===== src/rtl/cp0_unit.sv =====
// rtl/cp0_unit.sv - MIPS coprocessor-0: SR/Cause/EPC/BadVAddr/PRId, optional Count/Compare timer
//
// Purpose:
//   Sits beside the M stage. Arbitrates interrupt versus exception, raises req
//   and supplies the handler-return PC (epc_out). Services mfc0 (cp0_out, a
//   combinational read) and mtc0 (en/cp0_addr/cp0_in).
//
// Ports:
//   clk, reset        clock; synchronous active-high reset
//   en                mtc0 write enable
//   cp0_addr[4:0]     register index for read and write
//   cp0_in[31:0]      mtc0 data
//   cp0_out[31:0]     combinational read of register cp0_addr
//   vpc[31:0]         PC of the victim instruction in M
//   bd_in             victim is in a delay slot
//   exc_code_in[4:0]  exception code, 0 = none
//   bad_vaddr_in      faulting address for AdEL/AdES (codes 4/5)
//   hw_int            external interrupt levels (NUM_HWINT bits)
//   exl_clr           eret in M
//   epc_out[31:0]     handler-return PC, word aligned
//   req               take interrupt/exception this cycle
//
// Configuration:
//   CP0_TIMER_EN      when defined, implements Count (9), Compare (11) and TI.
//                     When undefined, regs 9/11 read 0 and TI is constant 0.

module cp0_unit #(
    parameter int          NUM_HWINT  = 6,
    parameter int          TIMER_LINE = 5,
    parameter int          COUNT_DIV  = 1,
    parameter logic [31:0] PRID       = 32'h0000_0724
) (
    input  logic                 clk,
    input  logic                 reset,
    input  logic                 en,
    input  logic [4:0]           cp0_addr,
    input  logic [31:0]          cp0_in,
    output logic [31:0]          cp0_out,
    input  logic [31:0]          vpc,
    input  logic                 bd_in,
    input  logic [4:0]           exc_code_in,
    input  logic [31:0]          bad_vaddr_in,
    input  logic [NUM_HWINT-1:0] hw_int,
    input  logic                 exl_clr,
    output logic [31:0]          epc_out,
    output logic                 req
);

    // Only the implemented interrupt lines may be enabled; the rest read 0.
    localparam logic [5:0] IM_MASK = 6'((1 << NUM_HWINT) - 1);

    localparam logic [4:0] A_BADVADDR = 5'd8;
    localparam logic [4:0] A_COUNT    = 5'd9;
    localparam logic [4:0] A_COMPARE  = 5'd11;
    localparam logic [4:0] A_SR       = 5'd12;
    localparam logic [4:0] A_CAUSE    = 5'd13;
    localparam logic [4:0] A_EPC      = 5'd14;
    localparam logic [4:0] A_PRID     = 5'd15;

    logic [31:0] bad_vaddr_q, bad_vaddr_d;
    logic [31:0] epc_q, epc_d;
    logic [5:0]  im_q, im_d;
    logic        exl_q, exl_d;
    logic        ie_q, ie_d;
    logic        bd_q, bd_d;
    logic        cause_ti_q, cause_ti_d;
    logic [5:0]  ip_q, ip_d;
    logic [4:0]  exc_code_q, exc_code_d;

    logic        ti;
    logic [5:0]  pend6;
    logic        int_req;
    logic        exc_req;
    logic        wr_en;
    logic [31:0] epc_sel;
    logic [31:0] epc_next;

`ifdef CP0_TIMER_EN
    logic [31:0] count_q, count_d;
    logic [31:0] compare_q, compare_d;
    logic        ti_q, ti_d;
    logic [7:0]  presc_q, presc_d;
    logic        count_upd;

    assign ti = ti_q;
`else
    logic unused_timer_cfg;

    assign ti = 1'b0;
    assign unused_timer_cfg = ^{8'(COUNT_DIV), 8'(TIMER_LINE)};
`endif

    // Pending vector, zero-extended to the 6-bit IP field.
    always_comb begin
        pend6 = '0;
        pend6[NUM_HWINT-1:0] = hw_int;
`ifdef CP0_TIMER_EN
        pend6[TIMER_LINE] = pend6[TIMER_LINE] | ti;
`endif
    end

    assign int_req  = (|(pend6 & im_q)) & ie_q & ~exl_q;
    assign exc_req  = (exc_code_in != 5'd0) & ~exl_q;
    assign req      = int_req | exc_req;
    // A taken request swallows any mtc0 issued in the same cycle.
    assign wr_en    = en & ~req;
    assign epc_sel  = bd_in ? (vpc - 32'd4) : vpc;
    assign epc_next = {epc_sel[31:2], 2'b00};
    assign epc_out  = req ? epc_next : epc_q;

    always_comb begin
        cp0_out = 32'd0;
        case (cp0_addr)
            A_BADVADDR: cp0_out = bad_vaddr_q;
`ifdef CP0_TIMER_EN
            A_COUNT:    cp0_out = count_q;
            A_COMPARE:  cp0_out = compare_q;
`endif
            A_SR:       cp0_out = {16'd0, im_q, 8'd0, exl_q, ie_q};
            A_CAUSE:    cp0_out = {bd_q, cause_ti_q, 14'd0, ip_q, 3'd0, exc_code_q, 2'd0};
            A_EPC:      cp0_out = epc_q;
            A_PRID:     cp0_out = PRID;
            default:    cp0_out = 32'd0;
        endcase
    end

    always_comb begin
        bad_vaddr_d = bad_vaddr_q;
        epc_d       = epc_q;
        im_d        = im_q;
        exl_d       = exl_q;
        ie_d        = ie_q;
        bd_d        = bd_q;
        exc_code_d  = exc_code_q;
        ip_d        = pend6;
        cause_ti_d  = ti;

        if (exl_clr) begin
            exl_d = 1'b0;
        end

        if (req) begin
            exc_code_d = int_req ? 5'd0 : exc_code_in;
            exl_d      = 1'b1;
            epc_d      = epc_next;
            bd_d       = bd_in;
            if (!int_req && (exc_code_in == 5'd4 || exc_code_in == 5'd5)) begin
                bad_vaddr_d = bad_vaddr_in;
            end
        end else if (en) begin
            case (cp0_addr)
                A_SR: begin
                    im_d  = cp0_in[15:10] & IM_MASK;
                    exl_d = cp0_in[1];
                    ie_d  = cp0_in[0];
                end
                A_EPC:   epc_d = {cp0_in[31:2], 2'b00};
                default: ;
            endcase
        end
    end

`ifdef CP0_TIMER_EN
    // Timer: a write to Count beats the same-cycle increment and restarts the
    // prescaler; a write to Compare clears TI outright.
    always_comb begin
        count_d   = count_q;
        compare_d = compare_q;
        ti_d      = ti_q;
        presc_d   = presc_q;
        count_upd = 1'b0;

        if (presc_q == 8'(COUNT_DIV - 1)) begin
            presc_d   = 8'd0;
            count_d   = count_q + 32'd1;
            count_upd = 1'b1;
        end else begin
            presc_d = presc_q + 8'd1;
        end

        if (wr_en && cp0_addr == A_COUNT) begin
            count_d   = cp0_in;
            presc_d   = 8'd0;
            count_upd = 1'b1;
        end

        if (wr_en && cp0_addr == A_COMPARE) begin
            compare_d = cp0_in;
            ti_d      = 1'b0;
        end else if (count_upd && count_d == compare_q) begin
            ti_d = 1'b1;
        end
    end

    always_ff @(posedge clk) begin
        if (reset) begin
            count_q   <= 32'd0;
            compare_q <= 32'd0;
            ti_q      <= 1'b0;
            presc_q   <= 8'd0;
        end else begin
            count_q   <= count_d;
            compare_q <= compare_d;
            ti_q      <= ti_d;
            presc_q   <= presc_d;
        end
    end
`endif

    always_ff @(posedge clk) begin
        if (reset) begin
            bad_vaddr_q <= 32'd0;
            epc_q       <= 32'd0;
            im_q        <= 6'd0;
            exl_q       <= 1'b0;
            ie_q        <= 1'b0;
            bd_q        <= 1'b0;
            cause_ti_q  <= 1'b0;
            ip_q        <= 6'd0;
            exc_code_q  <= 5'd0;
        end else begin
            bad_vaddr_q <= bad_vaddr_d;
            epc_q       <= epc_d;
            im_q        <= im_d;
            exl_q       <= exl_d;
            ie_q        <= ie_d;
            bd_q        <= bd_d;
            cause_ti_q  <= cause_ti_d;
            ip_q        <= ip_d;
            exc_code_q  <= exc_code_d;
        end
    end

endmodule


===== config.mk =====
export PLATFORM = sky130hd
export DESIGN_NAME = cp0_unit
export DESIGN_NICKNAME = d
export VERILOG_FILES = /design/src/rtl/cp0_unit.sv
export SDC_FILE = /design/constraint.sdc
export NUM_CORES = 1
export LEC_CHECK = 0
export ABC_AREA = 1
export CELL_PAD_IN_SITES_DETAIL_PLACEMENT = 0
export CELL_PAD_IN_SITES_GLOBAL_PLACEMENT = 1
export CORE_ASPECT_RATIO = 0.5
export CORE_MARGIN = 1.5
export CORE_UTILIZATION = 31
export DETAILED_ROUTE_END_ITERATION = 16
export GPL_TIMING_DRIVEN = 0
export PLACE_DENSITY = 0.79
export SYNTH_ARGS = -nofsm -noshare
export SYNTH_HDL_FRONTEND = slang
export SYNTH_SLANG_ARGS = --single-unit

===== constraint.sdc =====
create_clock -name clk -period 1.8 [get_ports clk]
set_clock_uncertainty 0.15 [all_clocks]
set_input_delay 0.18 -clock clk [delete_from_list [all_inputs] [get_ports clk]]
set_output_delay 0.18 -clock clk [all_outputs]
set_load 0.02 [all_outputs]

==> results.md, run 1 <==
* Hpwl dp at 16.26 mm
* Synth Area in Compound Gates at 22.02%
* Share of post-route cells with drive strength above 1 at 33.27%
* Clk root buf: clkbuf_16
* Routed WL per cell at 17.94 um
* Initial core utilization at 32.20%
* Worst Tran Pin Value at 0.6830 ns
* Switching part of the total power at 33.12%
* TritonCTS clock tree: yes
* Synth warn at 0
* Hold endpoint: exc_code_q[4]$_SDFFE_PP0N_
* Die Y at 93.06 um
* Final ANT Viol Nets at 0
* Register-to-register setup slack at -0.08 ns
* Synth Register Bits at 82
* Most frequent cell after synthesis: nand2_1
* Top cells by area, synth: dfxtp_1 33%, nand2_1 12%, o21ai_0 10%
* Synth cell count leaders: 157 x nand2_1, 135 x inv_1, 104 x o21ai_0
* Hold Path Class: input port to flip-flop
* Post-synthesis adder-cell area fraction at 0.2488%
* CP Data Arrival Time at 1.82 ns
* Largest net degree at the start of global routing at 15
* Chip width at 183.1 um
* Finish-stage setup viols at 69
* Remaining DRCs at 0
* EDFF count, synth at 0
* I/O pin count at 182
* Max_slew headroom at 54.46%
* Clock sinks at 82
* CTS Buf Count at 9
* Mapped cell area at 5029 um^2
* FMAX at 465.0 MHz
* Largest family of logic cells by synthesized area: simple AND/OR/NAND/NOR gates
* Area share of the largest cell type after synthesis at 32.64%
* Core ar. at 15,620 um^2
* Clock transition at path regs at 0.07 ns
* Skew-Pair Late Insertion Delay at 0.34 ns
* Critical path startpoint category: input port
* Fin. max-slew vios at 0
* Port bufs at 177
* First-pass GRT wire length at 31.82 mm
* Via-to-Cell Ratio at 5.036
* H-tree levels at 3
* PnR worst setup slack at -0.3504 ns
* Post-Place Setup Slack at -1.125 ns
* R2R cell count at 13
* Fill cells at 1,502
* Area growth syn-to-layout at 74.42%
* XOR/XNOR share of the synthesized area at 0.8709%
* Int Pwr at 3.703 mW
* Total Wirelength at 22.21 mm
* Drt initial violations at 491
* Top FF cell, synth: dfxtp_1
* Final Hold Viols at 0
* Peak VDD IR at 425.5 uV
* Clock Power Share at 32.0%
* Worst Hold Path Cells at 3
* Failing checks: negative setup slack
* # Max-Cap Violations at 0
* Vias in the first global route at 5,787
* Leak Pwr at 3.792 nW
* Unique masters post-synth at 38
* Avg Inst Size Synth at 6.357 um^2
* Async S/R FF share, synth at 0%
* WS Path Type: input port to output port
* First-pass DRT Iterations at 5
* Register area share after synthesis at 32.64%
* CP endpoint kind: output port
* Die area at 17,040 um^2
* Multiplexer share of the synthesized area at 0%
* Outcome: finished with violations
* Pwr/cell area at 631.3 nW/um^2
* Vias at 6,234
* Comb power frac at 32.1%
* Worst path required time at 1.47 ns
* Synth Instances at 791
* Fin nets at 1,147
* CTS Buffer Depth at 2
* Initial antenna violation count at 0
* Rows at 32
* Tmin final at 2.150 ns
* Diode count at 0
* FF-to-FF End: epc_q[5]$_SDFFE_PP0P_
* Hold Startpoint: exc_code_in[4]
* Reg-to-Reg Start: im_q[3]$_SDFFE_PP0P_
* GR Util All Layers at 24.66%
* Reg power frac at 35.9%
* GP Congestion at 0.8686
* Crit share post-route at 119.5%
* Post-synth top area cell: dfxtp_1
* TNS Setup at -10.45 ns
* Fraction of the mapped netlist area in simple logic gates at 29.34%
* Total congestion overflow at 0
* Crit path max fanout at 6
* Unrepaired setup endpoints after global routing: true
* Switching Power at 1.834 mW
## power groups by stage
stage                     clock network, mW  registers, mW  logic [mW]
final                                  1.77           1.99        1.78
after global routing                   1.85           2.00        1.89
after CTS                              1.78           1.97        1.48
after detailed placement                  0           2.01        1.32
after global placement                    0           2.01        1.32
after floorplan                           0           2.00       0.636
## cells by family after synthesis
| group | Yosys count |
|---|---|
| flip-flops | 82 |
| AO/OA/AOI/OAI | 204 |
| adder cells (fa/ha/maj) | 1 |
| other | 1 |
| XOR/XNOR | 5 |
| buffers and inverters | 177 |
| AND/OR/NAND/NOR | 321 |
## how the worst max path moves through the flow
stage / start / endpoint / slack, ns / depth (start not counted)
floorplan: im_q[0]$_SDFFE_PP0P_ / epc_out[11] / -0.03 / 9
global placement: vpc[2] / epc_out[30] / -1.11 / 14
detailed placement: vpc[2] / epc_out[30] / -1.12 / 14
CTS: im_q[2]$_SDFFE_PP0P_ / epc_out[2] / -0.41 / 10
global route: im_q[1]$_SDFFE_PP0P_ / epc_out[21] / -0.41 / 11
finish: hw_int[1] / epc_out[18] / -0.35 / 12
## through the flow
step	utilization (%)	hold WS (ns)	area [um^2]	power, mW	instances
final	56.17	0.03334	8771	5.537	1238
after global routing	56.17	0.04663	8771	5.733	1238
after detailed placement	45.21	0.2875	7059	3.331	1173
after global placement	45.21	0.2859	7059	3.328	1173
after floorplan	-	0.1370	5032	2.631	792
after CTS	50.30	0.07079	7854	5.231	1212
## critical path: stages
cell	delay (ns)
clkdlybuf4s50_1	0.49
nand2_1	0.06
nand2_1	0.08
nor2_2	0.04
nand2_2	0.09
nand3_4	0.11
nand2_8	0.12
buf_12	0.14
buf_12	0.13
nand3_2	0.12
o21ai_2	0.08
buf_4	0.16
## routing by layer
| layer | GRT usage (%) | part of all wire, % | up-vias |
|---|---|---|---|
| li1 | - | - | 3045 |
| met1 | 34.46 | 47 | 2943 |
| met2 | 39.13 | 46 | 225 |
| met3 | 4.984 | 6.4 | 21 |
| met4 | 5.464 | 1.3 | 0 |
| met5 | 0 | 0 | - |
## cells in the final DEF (no fill, tap or decap), drive strengths merged
master         synthesis  routed
dfxtp                 82      82
o211ai                 1       1
o21bai                 2       2
a21oi                 62      62
or2                    1       1
nand3                 58      59
nor2                  80      80
o2111ai                6       6
o21ai                106     106
a31oi                  1       1
o221ai                 6       6
o22ai                 17      17
a221oi                 2       2
dlymetal6s2s           0       9
xor2                   5       5
dlygate4sd2            0      10
nand4                 10      10
clkinvlp               0       4
inv                  139     138
ha                     1       1
buf                   20     131
nand2                165     165
conb                   1       2
nand3b                 2       2
clkbuf                18      33
clkinv                 0       4
clkdlybuf4s50          0      88
dlygate4sd3            0       1
o311ai                 1       1
nor3                   5       5
## layout make-up
cell class / count / area [um^2] / area share, %
buffer: 38 / 384.1 / 4.379
clock buffer: 10 / 239.0 / 2.725
clock inverter: 6 / 41.29 / 0.4708
inverter: 139 / 543.0 / 6.191
multi-input combinational: 534 / 3470 / 39.56
sequential: 82 / 1649 / 18.80
tap: 204 / 255.2 / 2.910
timing repair buffer: 224 / 2185 / 24.91
timing repair inverter: 1 / 5.005 / 0.05706
## flip-flops by register name, summed over array words and instances, names as in the netlist
name         count
ip_q             6
bad_vaddr_q     32
ie_q             1
im_q             6
bd_q             1
epc_q           30
exc_code_q       5
exl_q            1
## timing repair
item	CTS	global route
pin swaps	32	39
cloned	4	8
setup buffers	19	19
resized for setup	490	222
hold buffers	0	1
hold endpoints to repair	0	1
setup endpoints to repair	87	135
Power figures use the tool's default switching activity.
==> inputs of run 2 (changes only) <==
CORE_UTILIZATION = 41   (was 31)
DONT_BUFFER_PORTS = 1   (was not set)
PLACE_DENSITY = 0.74   (was 0.79)
REMOVE_ABC_BUFFERS = 1   (was not set)
SETUP_SLACK_MARGIN = 0.05   (was not set)
==> run 2 against run 1 <==
Compared with the run above: the flow still finishes with violations (negative setup slack); critical path depth fell by 3; combinational power down 14%; global-route usage up 7.6 points; cell count fell by 13%; worst setup slack got worse by 0.011 ns; first-iteration DRC count decreased by 4.1%; critical path type is now flip-flop to output port.
==> results.md, run 2 (same netlist as run 1, synthesis figures left out) <==
* Largest net degree at the start of global routing at 42 (+27)
* Clock transition at path regs at 0.06 ns (about the same)
* Worst path slowest cell: dfxtp_2
* Max_slew headroom at 32.85% (-22 points)
* Final ANT Viol Nets at 0 (unchanged)
* Largest regs: bad_vaddr_q x32, epc_q x30
* Critical path startpoint category: flip-flop
* Clk root buf: clkbuf_16
* Finish-stage setup viols at 74 (+7.2%)
* GP Congestion at 0.8237 (-5.2%)
* Via-to-Cell Ratio at 5.512 (+9.5%)
* Final Non-Filler Cells at 1,080 (-13%)
* Clock sinks at 82 (unchanged)
* Fin nets at 1,029 (-10%)
* Initial antenna violation count at 1 (+1)
* Final Hold Viols at 0 (unchanged)
* Post-Place Setup Slack at -1.417 ns (-0.2920 ns)
* Leak Pwr at 3.223 nW (-15%)
* First-pass GRT wire length at 31.66 mm (-0.52%)
* Commonest cells after routing, fill and taps aside: 132 x inv_1, 128 x nand2_1, 83 x dlygate4sd3_1, 75 x dfxtp_1, 60 x nor2_1
* Biggest register: bad_vaddr_q
* Skew-Pair Late Insertion Delay at 0.35 ns (about the same)
* Crit share post-route at 120.1% (+0.63 points)
* CTS Buffer Depth at 2 (unchanged)
* Worst Tran Pin Value at 1.004 ns (+0.3208 ns)
* Comb power frac at 28.1% (-4.0 points)
* TritonCTS clock tree: yes
* Pwr/cell area at 670.6 nW/um^2 (+6.2%)
* Crit path max fanout at 8 (+2)
* Failing checks: negative setup slack
* Max FFs per register at 32 (unchanged)
* First-pass DRT Iterations at 6 (+1)
* Critical Path, Cell by Cell: nand2_1 > nand2_1 > nor2_2 > nand2_2 > nand3_4 > buf_8 > nand2_8 > nand3_4 > o21ai_4
* H-tree levels at 3 (unchanged)
* Tmin final at 2.162 ns (+0.01140 ns)
* # Max-Cap Violations at 0 (unchanged)
* Int Pwr at 3.585 mW (-3.2%)
* Area growth syn-to-layout at 61.04%
* Reg power frac at 36.3% (+0.4 points)
* CP endpoint kind: output port
* Core ar. at 11,880 um^2 (-24%)
* I/O pin count at 182 (unchanged)
* Vias in the first global route at 5,623 (-2.8%)
* Total Wirelength at 22.38 mm (+0.77%)
* Reg-to-Reg Start: im_q[2]$_SDFFE_PP0P_
* Die Y at 81.31 um (-13%)
* Outcome: finished with violations
* R2R cell count at 13 (unchanged)
* Die area at 12,980 um^2 (-24%)
* Power consumption at 5.431 mW (-1.9%)
* Hpwl dp at 11.27 mm (-31%)
* Peak VDD IR at 549.4 uV (+29%)
* Biggest cell delay along the critical path at 0.34 ns (-0.15 ns)
* CTS Buf Count at 9 (unchanged)
* Chip width at 159.6 um (-13%)
* PnR worst setup slack at -0.3618 ns (-0.01140 ns)
* FMAX at 462.6 MHz (-0.53%)
* CP top delay family: simple AND/OR/NAND/NOR gates
* Total congestion overflow at 0 (unchanged)
* Placed Cells at 920 (-22%)
* CP Data Arrival Time at 1.83 ns (about the same)
* Unrepaired setup endpoints after global routing: true
* TNS Setup at -15.38 ns (-4.935 ns)
* Share of post-route cells with drive strength above 1 at 28.42% (-4.9 points)
* Setup crit end: epc_out[21]
* Rows at 28 (-13%)
* Buf+Inv Stages, Crit Path at 1 (-3)
* Drt initial violations at 471 (-4.1%)
* Fin. max-slew vios at 0 (unchanged)
* Util after Layout at 68.18% (+12 points)
* WS Path Type: flip-flop to output port
* Commonest non-fill, non-tap cell in the layout: inv_1
* Initial core utilization at 42.34% (+10 points)
* Switching Power at 1.846 mW (+0.66%)
* Diode count at 0 (unchanged)
* Routed WL per cell at 20.72 um (+16%)
* Remaining DRCs at 0 (unchanged)
* Switching part of the total power at 33.99% (+0.87 points)
* Hold Path Class: input port to flip-flop
* FF-to-FF End: ie_q$_SDFFE_PP0P_
* GR Util All Layers at 32.22% (+7.6 points)
* Worst path required time at 1.47 ns (about the same)
* Register-to-register setup slack at -0.29 ns (-0.21 ns)
* Vias at 5,953 (-4.5%)
* Setup crit start: im_q[2]$_SDFFE_PP0P_
* Clock Power Share at 35.6% (+3.6 points)
* Total stage count of the critical path at 9 (-3)
* Port bufs at 0 (-100%)
-- run 2: cell types whose count changed in the layout (fill, tap and decap cells not counted), moves of 17 or more --
| cell | before | now |
|---|---|---|
| clkdlybuf4s50_1 | 88 | 0 |
| dlygate4sd3_1 | 1 | 83 |
| buf_4 | 57 | 27 |
| o21ai_4 | 13 | 30 |
| buf_6 | 39 | 3 |
| buf_2 | 20 | 0 |
-- run 2: worst register-to-register path, stage by stage (launching register included) --
cell	delay [ns]
dfxtp_2	0.33
nand2_1	0.05
nand2_1	0.06
nor2_2	0.13
nand2_2	0.13
nand3_4	0.18
buf_12	0.16
nand2_8	0.13
inv_16	0.11
buf_6	0.10
buf_12	0.15
nand2_8	0.09
nand2_1	0.10
a21oi_1	0.06
-- run 2: metal layers --
layer	vias to the layer above	track usage (%)	part of all wire, %
met3	55	8.733	8.2
met5	-	0	0.058
met4	2	8.019	2.9
li1	2841	-	-
met2	266	51.22	43
met1	2789	43.52	46
-- run 2: cell type report --
| cell class | instances | area [um^2] |
|---|---|---|
| inverter | 139 | 549.3 |
| sequential | 82 | 1650 |
| fill | 971 | 3779 |
| timing repair buffer | 127 | 1348 |
| timing repair inverter | 5 | 71.32 |
| multi-input combinational | 547 | 3971 |
| clock buffer | 10 | 239.0 |
| clock inverter | 5 | 62.56 |
| tap | 165 | 206.4 |
-- run 2: worst min path at each step --
stage,to,start,depth (start not counted)
2_1_floorplan,epc_q[10]$_SDFFE_PP0P_,reset,1
3_3_place_gp,ie_q$_SDFFE_PP0P_,reset,1
3_5_place_dp,ie_q$_SDFFE_PP0P_,reset,1
4_1_cts,epc_q[30]$_SDFFE_PP0P_,cp0_in[30],3
5_1_grt,epc_q[30]$_SDFFE_PP0P_,cp0_in[30],3
6_report,epc_q[25]$_SDFFE_PP0P_,vpc[25],3
-- run 2: power groups by stage --
stage	sequential [mW]	clock, mW	combinational, mW
detailed placement	2.01	0	0.731
finish	1.97	1.93	1.53
global route	1.99	2.02	1.62
floorplan	2.00	0	0.567
global placement	2.00	0	0.721
CTS	1.97	1.95	1.31
-- run 2: through the flow --
stage / cell area [um^2] / hold WS [ns]
final: 8098 / 0.005020
after CTS: 7385 / 0.001452
after floorplan: 4810 / 0.09907
after global placement: 5016 / 0.1030
after detailed placement: 5036 / 0.1029
after global routing: 8098 / 0.01666
-- run 2: timing repair --
item,in CTS,in global routing
endpoints found under the hold margin,82,0
pin swaps,14,42
hold buffers,83,0
endpoints found under the setup margin,139,131
setup buffers,25,18
gates cloned,14,6
gates resized for setup,184,141
